==> config.mk <==
export PLATFORM = sky130hd
export DESIGN_NAME = reg_writeback
export DESIGN_NICKNAME = d
export VERILOG_FILES = /design/src/rtl/reg_writeback.sv
export SDC_FILE = /design/constraint.sdc
export NUM_CORES = 1
export LEC_CHECK = 0
export ABC_AREA = 1
export BUFFER_PORTS_ARGS = -buffer_cell sky130_fd_sc_hd__buf_2
export CAP_MARGIN = 20
export CORE_MARGIN = 3
export CORE_UTILIZATION = 37
export CTS_CLUSTER_DIAMETER = 50
export CTS_CLUSTER_SIZE = 10
export DETAILED_ROUTE_END_ITERATION = 6
export GPL_TIMING_DRIVEN = 0
export PLACE_DENSITY = 0.71
export SYNTH_ARGS = -nofsm -noshare
export SYNTH_HDL_FRONTEND = slang
export SYNTH_SLANG_ARGS = --single-unit
export TNS_END_PERCENT = 1
==> constraint.sdc <==
create_clock -name clk -period 2.3 [get_ports clk]
set_input_delay 0.345 -clock clk [delete_from_list [all_inputs] [get_ports clk]]
set_output_delay 0.345 -clock clk [all_outputs]
set_load 0.02 [all_outputs]
==> src/rtl/reg_writeback.sv <==
// Register-file write side: ALU hold reg, load FIFO, round-robin write port.
// Optional WB_BYPASS_EN forwards the pending write onto the operand outputs.
module reg_writeback #(
  parameter int TAM       = 16,
  parameter int MEM_DEPTH = 2
) (
  input  logic           clk,
  input  logic           rst,
  input  logic           alu_valid,
  input  logic [3:0]     alu_sel,
  input  logic [TAM-1:0] alu_data,
  output logic           alu_ready,
  input  logic           mem_valid,
  input  logic [3:0]     mem_sel,
  input  logic [TAM-1:0] mem_data,
  output logic           mem_ready,
  input  logic           iss_valid,
  input  logic [3:0]     iss_sel,
  output logic [15:0]    busy,
  output logic           wr_en,
  output logic [3:0]     wr_sel,
  output logic [TAM-1:0] wr_data,
  input  logic [3:0]     rd_selA,
  input  logic [3:0]     rd_selB,
  input  logic [TAM-1:0] rf_outA,
  input  logic [TAM-1:0] rf_outB,
  output logic [TAM-1:0] opA,
  output logic [TAM-1:0] opB
);

  localparam int PW = $clog2(MEM_DEPTH);
  localparam int CW = PW + 1;

  typedef enum logic {
    SRC_ALU = 1'b0,
    SRC_MEM = 1'b1
  } src_e;

  logic           hold_v;
  logic [3:0]     hold_sel;
  logic [TAM-1:0] hold_data;

  logic [3:0]     fifo_sel  [MEM_DEPTH];
  logic [TAM-1:0] fifo_data [MEM_DEPTH];
  logic [PW-1:0]  rd_ptr;
  logic [PW-1:0]  wr_ptr;
  logic [CW-1:0]  count;

  src_e           last_grant;
  logic           mem_has;
  logic           alu_gnt;
  logic           mem_gnt;
  logic           any_gnt;
  logic [3:0]     gnt_sel;
  logic [TAM-1:0] gnt_data;
  logic           alu_push;
  logic           mem_push;
  logic [15:0]    busy_nxt;

  // Round-robin choice between the two buffers; ties go to the
  // source that did not win last.
  always_comb begin
    mem_has  = (count != '0);
    alu_gnt  = hold_v & (~mem_has | (last_grant == SRC_MEM));
    mem_gnt  = mem_has & ~alu_gnt;
    any_gnt  = alu_gnt | mem_gnt;
    gnt_sel  = hold_sel;
    gnt_data = hold_data;
    if (mem_gnt) begin
      gnt_sel  = fifo_sel[rd_ptr];
      gnt_data = fifo_data[rd_ptr];
    end
  end

  assign alu_ready = ~hold_v | alu_gnt;
  assign mem_ready = (count < CW'(MEM_DEPTH)) | mem_gnt;
  assign alu_push  = alu_valid & alu_ready;
  assign mem_push  = mem_valid & mem_ready;

  // ALU hold register: refill allowed in the cycle it drains.
  always_ff @(posedge clk) begin
    if (rst) begin
      hold_v    <= 1'b0;
      hold_sel  <= '0;
      hold_data <= '0;
    end else if (alu_push) begin
      hold_v    <= 1'b1;
      hold_sel  <= alu_sel;
      hold_data <= alu_data;
    end else if (alu_gnt) begin
      hold_v    <= 1'b0;
    end
  end

  // Load FIFO storage; contents are don't-care while not counted.
  always_ff @(posedge clk) begin
    if (mem_push) begin
      fifo_sel[wr_ptr]  <= mem_sel;
      fifo_data[wr_ptr] <= mem_data;
    end
  end

  // Load FIFO pointers and occupancy.
  always_ff @(posedge clk) begin
    if (rst) begin
      rd_ptr <= '0;
      wr_ptr <= '0;
      count  <= '0;
    end else begin
      if (mem_push) wr_ptr <= wr_ptr + PW'(1);
      if (mem_gnt)  rd_ptr <= rd_ptr + PW'(1);
      unique case ({mem_push, mem_gnt})
        2'b10:   count <= count + CW'(1);
        2'b01:   count <= count - CW'(1);
        default: count <= count;
      endcase
    end
  end

  // Remember the winner so the other source goes first next tie.
  always_ff @(posedge clk) begin
    if (rst)
      last_grant <= SRC_MEM;
    else if (any_gnt)
      last_grant <= mem_gnt ? SRC_MEM : SRC_ALU;
  end

  // Registered write port; select and data hold when idle.
  always_ff @(posedge clk) begin
    if (rst) begin
      wr_en   <= 1'b0;
      wr_sel  <= '0;
      wr_data <= '0;
    end else begin
      wr_en <= any_gnt;
      if (any_gnt) begin
        wr_sel  <= gnt_sel;
        wr_data <= gnt_data;
      end
    end
  end

  // Scoreboard next state: a new issue beats the retiring write.
  always_comb begin
    busy_nxt = busy;
    if (any_gnt)   busy_nxt[gnt_sel] = 1'b0;
    if (iss_valid) busy_nxt[iss_sel] = 1'b1;
  end

  // Scoreboard register.
  always_ff @(posedge clk) begin
    if (rst) busy <= '0;
    else     busy <= busy_nxt;
  end

`ifdef WB_BYPASS_EN
  assign opA = (wr_en && wr_sel == rd_selA) ? wr_data : rf_outA;
  assign opB = (wr_en && wr_sel == rd_selB) ? wr_data : rf_outB;
`else
  logic unused_rd_sel;
  assign unused_rd_sel = ^{rd_selA, rd_selB};
  assign opA = rf_outA;
  assign opB = rf_outB;
`endif

endmodule
==> flow_metrics.py <==
metrics = {
    "outcome": {
        "outcome": "finished clean",
    },
    "timing": {
        "worst_slew_pin_slew_ns": 0.518,
        "post-route-period-util_pct": 84.3,
        "hold_violations": 0,
        "period_needed_ns": 1.94,
        "grt_setup_unrepaired": "no",
        "maxSlewHeadroom_pct": 65.5,
        "max_slew_vio_count": 0,
        "setup-violations-final": 0,
        "timing.clock.skew_ns": 0.00643,
        "max_freq_mhz": 516,
    },
    "floorplan": {
        "start_util_pct": 38.9,
        "boundaryPins": 160,
        "die_h_um": 114,
        "die-width_um": 114,
        "core.rowCount": 38,
        "design.die.area_mm2": 0.0131,
        "coreArea_mm2": 0.0112,
    },
    "flow_run": {
        "cap_violations": 0,
    },
    "global_routing": {
        "globalRoute.totalOverflow": 0,
        "antenna_violations_before_repair": 0,
        "grt_max_degree": 18,
        "grtUsageTotal_pct": 16.2,
        "grt_first_pass_wirelength_mm": 16.5,
        "number_of_global_route_vias_before_repair": 3457,
    },
    "synthesis": {
        "synth_seq_area_share_pct": 57.1,
        "synth_commonest_cells": "dfxtp_1 (64), nand2_1 (61), o21ai_0 (47)",
        "netlist_area_mm2": 0.00435,
        "synth_net_count": 541,
        "synthesis.area_per_instance_um2": 9.64,
        "number_of_distinct_library_cells_after_synthesis": 28,
        "synth.ff_latch_count": 104,
        "yosys.area.top_type": "dfxtp_1",
        "synth.top_cell.area_share_pct": 29.5,
        "number_of_enable_flip_flop_cells_after_synthesis": 40,
        "ranking_of_synthesized_cells_by_area": "dfxtp_1 (29%), edfxtp_1 (28%), buf_4 (6.0%)",
        "syn_inst": 451,
        "ys.flop_type": "dfxtp_1",
        "yosysWarnings": 0,
        "synth_most_common_cell": "dfxtp_1",
        "postSynth.asyncResetShare_pct": 0,
    },
    "drt": {
        "drc": 0,
        "drt_wl_total_mm": 10.6,
        "drt_iter0_drc": 145,
        "detailroute.via_count": 3540,
        "drt_first_pass_iters": 4,
        "wirelength_per_cell_um": 14.5,
        "postRouteAntennaNets": 0,
        "via_per_inst": 4.87,
    },
    "clock_tree": {
        "tritoncts_num_sinks": 104,
        "postCtsSetupBuffers": 0,
        "tritoncts.num_buffers": 9,
        "clock_tree_from_tritoncts": "built",
        "h_tree_lvls": 3,
        "hold_buffers": 0,
        "cts-root-to-sink-buffers": 2,
        "clk_latency_ns": 0.34,
        "cts_root_buffer": "clkbuf_16",
        "worst_setup_hold_path_clk_slew_ns": 0.07,
        "cts-resized-gates": 0,
    },
    "worst_setup_path": {
        "worstPathCellList": "nor2_2 > a21oi_2 > buf_4 > buf_2 > ha_1 > a21oi_1 > o21ai_0 > o21ai_0 > a21oi_1",
        "crit_path_end_kind": "register",
        "timing.critical_path.from_type": "register",
        "cp_data_arrival_time_ns": 2.16,
        "cp_slowest_cell": "dfxtp_1",
        "path_type_of_the_worst_setup_path": "register to register",
        "worstPathMaxFanout": 10,
        "cp_data_required_time_ns": 2.52,
        "timing.critical_path.slowest_cell_delay_ns": 0.41,
    },
    "finish": {
        "layout.cells.non_filler": 727,
        "layout.core_utilization_pct": 48.7,
        "layout_cells_sized_above_1_pct": 36.6,
        "number_of_antenna_diodes": 0,
        "syn_to_final_growth_pct": 25.2,
        "fillers": 1028,
        "layout.nets": 672,
    },
    "pwr": {
        "power_frac_comb_pct": 33.0,
        "power.net_switching_mw": 2.10,
        "p_leak_nw": 2.36,
        "power_per_cell_area_mw_per_mm2": 1090,
        "ir_drop_v": 0.000584,
        "pwr-share-seq_pct": 41.4,
        "switching_share_pct": 35.6,
        "fraction_of_power_consumed_by_the_clock_network_pct": 25.6,
        "p_int_mw": 3.80,
    },
    "min_path": {
        "hold_path_class": "primary input to register",
    },
    "placement": {
        "final_weighted_congestion_in_routability_driven_placement": 0.843,
        "io_buffers": 118,
        "post-dp-hpwl_mm": 8.02,
        "dp_cells": 711,
    },
}
[stage by stage]
stage	setup WS, ns	setup TNS, ns	power [mW]	hold WS [ns]	cell area (um2)
2_1_floorplan	0.0799	0	3.82	0.426	4350
3_3_place_gp	-0.358	-13.72	4.36	0.437	5110
3_5_place_dp	0.424	0	4.44	0.452	5150
4_1_cts	0.395	0	5.96	0.180	5440
5_1_grt	0.168	0	6.25	0.180	5440
6_report	0.361	0	5.90	0.191	5440
[power groups by stage]
stage	Sequential [mW]	Combinational, mW	Clock [mW]
2_1_floorplan	2.65	1.17	0
3_3_place_gp	2.47	1.89	0
3_5_place_dp	2.48	1.96	0
4_1_cts	2.45	1.97	1.54
5_1_grt	2.48	2.15	1.62
6_report	2.44	1.95	1.51
[metal layers]
metal | vias to the layer above | share of wire (%) | wire [um] | global-route usage [%]
met1 | 1596 | 43 | 4560 | 20.7
met5 | - | 0 | 0 | 0
met2 | 160 | 47 | 4960 | 26.6
met3 | 14 | 8.2 | 871 | 2.96
li1 | 1770 | - | - | -
met4 | 0 | 1.6 | 173 | 7.60
[cells by family after synthesis]
kind of cell | Yosys count | share of synthesized area (%)
AND/OR/NAND/NOR | 150 | 15.2
flip-flops | 104 | 57.1
AO/OA/AOI/OAI | 103 | 13.2
buffers and inverters | 77 | 10.5
multiplexers | 16 | 3.69
adder cells (fa/ha/maj) | 1 | 0.288
[placed cells by master, fill, tap and decap left out]
master      netlist  routed
nand3_2           2       2
buf_6             4       4
a21oi_1          34      34
nor2_2            8      10
buf_4            35      35
nor2_1           46      44
dfxtp_1          64      64
a21oi_2           1       1
inv_1            19      19
buf_8             0       2
o21ai_2           1       1
o21ai_4           1       1
edfxtp_1         40      40
inv_2             8       8
nand2_1          61      61
bufinv_16         0       1
clkinv_2          0       1
inv_6             0       2
a31o_2            6       6
clkbuf_1          6       6
buf_2             5     123
clkinvlp_2        0       1
nor3_1            3       3
clkinvlp_4        0       1
o21bai_1          2       2
nand2_2           6       6
mux2i_1          16      16
clkbuf_16         0       9
o211ai_1          2       2
ha_1              1       1
nor2_8            1       1
clkinv_1          0       1
nand3_1          23      23
a31o_1            2       2
o21ai_1           7       7
o21ai_0          47      47
[sequential cells by signal, indices dropped and copies added, names as in the netlist, 2 cells and up, named ones only]
register   flops
busy          16
count          2
fifo_data     32
fifo_sel       8
hold_data     16
hold_sel       4
wr_data       16
wr_sel         4
[path summary, 6_finish.rpt]
path,to,slack [ns],startpoint,cells past startpoint
setup reg to reg,count[1],0.36,count[0],9
hold reg to reg,busy[15],0.46,busy[15],2
setup / recovery,count[1],0.36,count[0],9
hold / removal,fifo_data[0][3],0.19,mem_data[3],1
[worst max-delay path, delay by kind of cell (launching register included)]
kind | cells | cell delay (ns)
buf+inv | 2 | 0.43
flops | 1 | 0.41
compound gates | 5 | 0.64
simple gates | 1 | 0.07
fa+ha+maj | 1 | 0.28
[final cells by class]
class / count / area [um2] / share of cell area [%]
Buffer: 50 / 355 / 6.53
Clock buffer: 9 / 225 / 4.14
Clock inverter: 7 / 68.8 / 1.26
Inverter: 27 / 101 / 1.86
Multi-Input combinational cell: 270 / 1410 / 25.9
Sequential cell: 104 / 2480 / 45.6
Tap cell: 140 / 175 / 3.22
Timing Repair Buffer: 120 / 621 / 11.4
(Power assumes the default switching activity.)
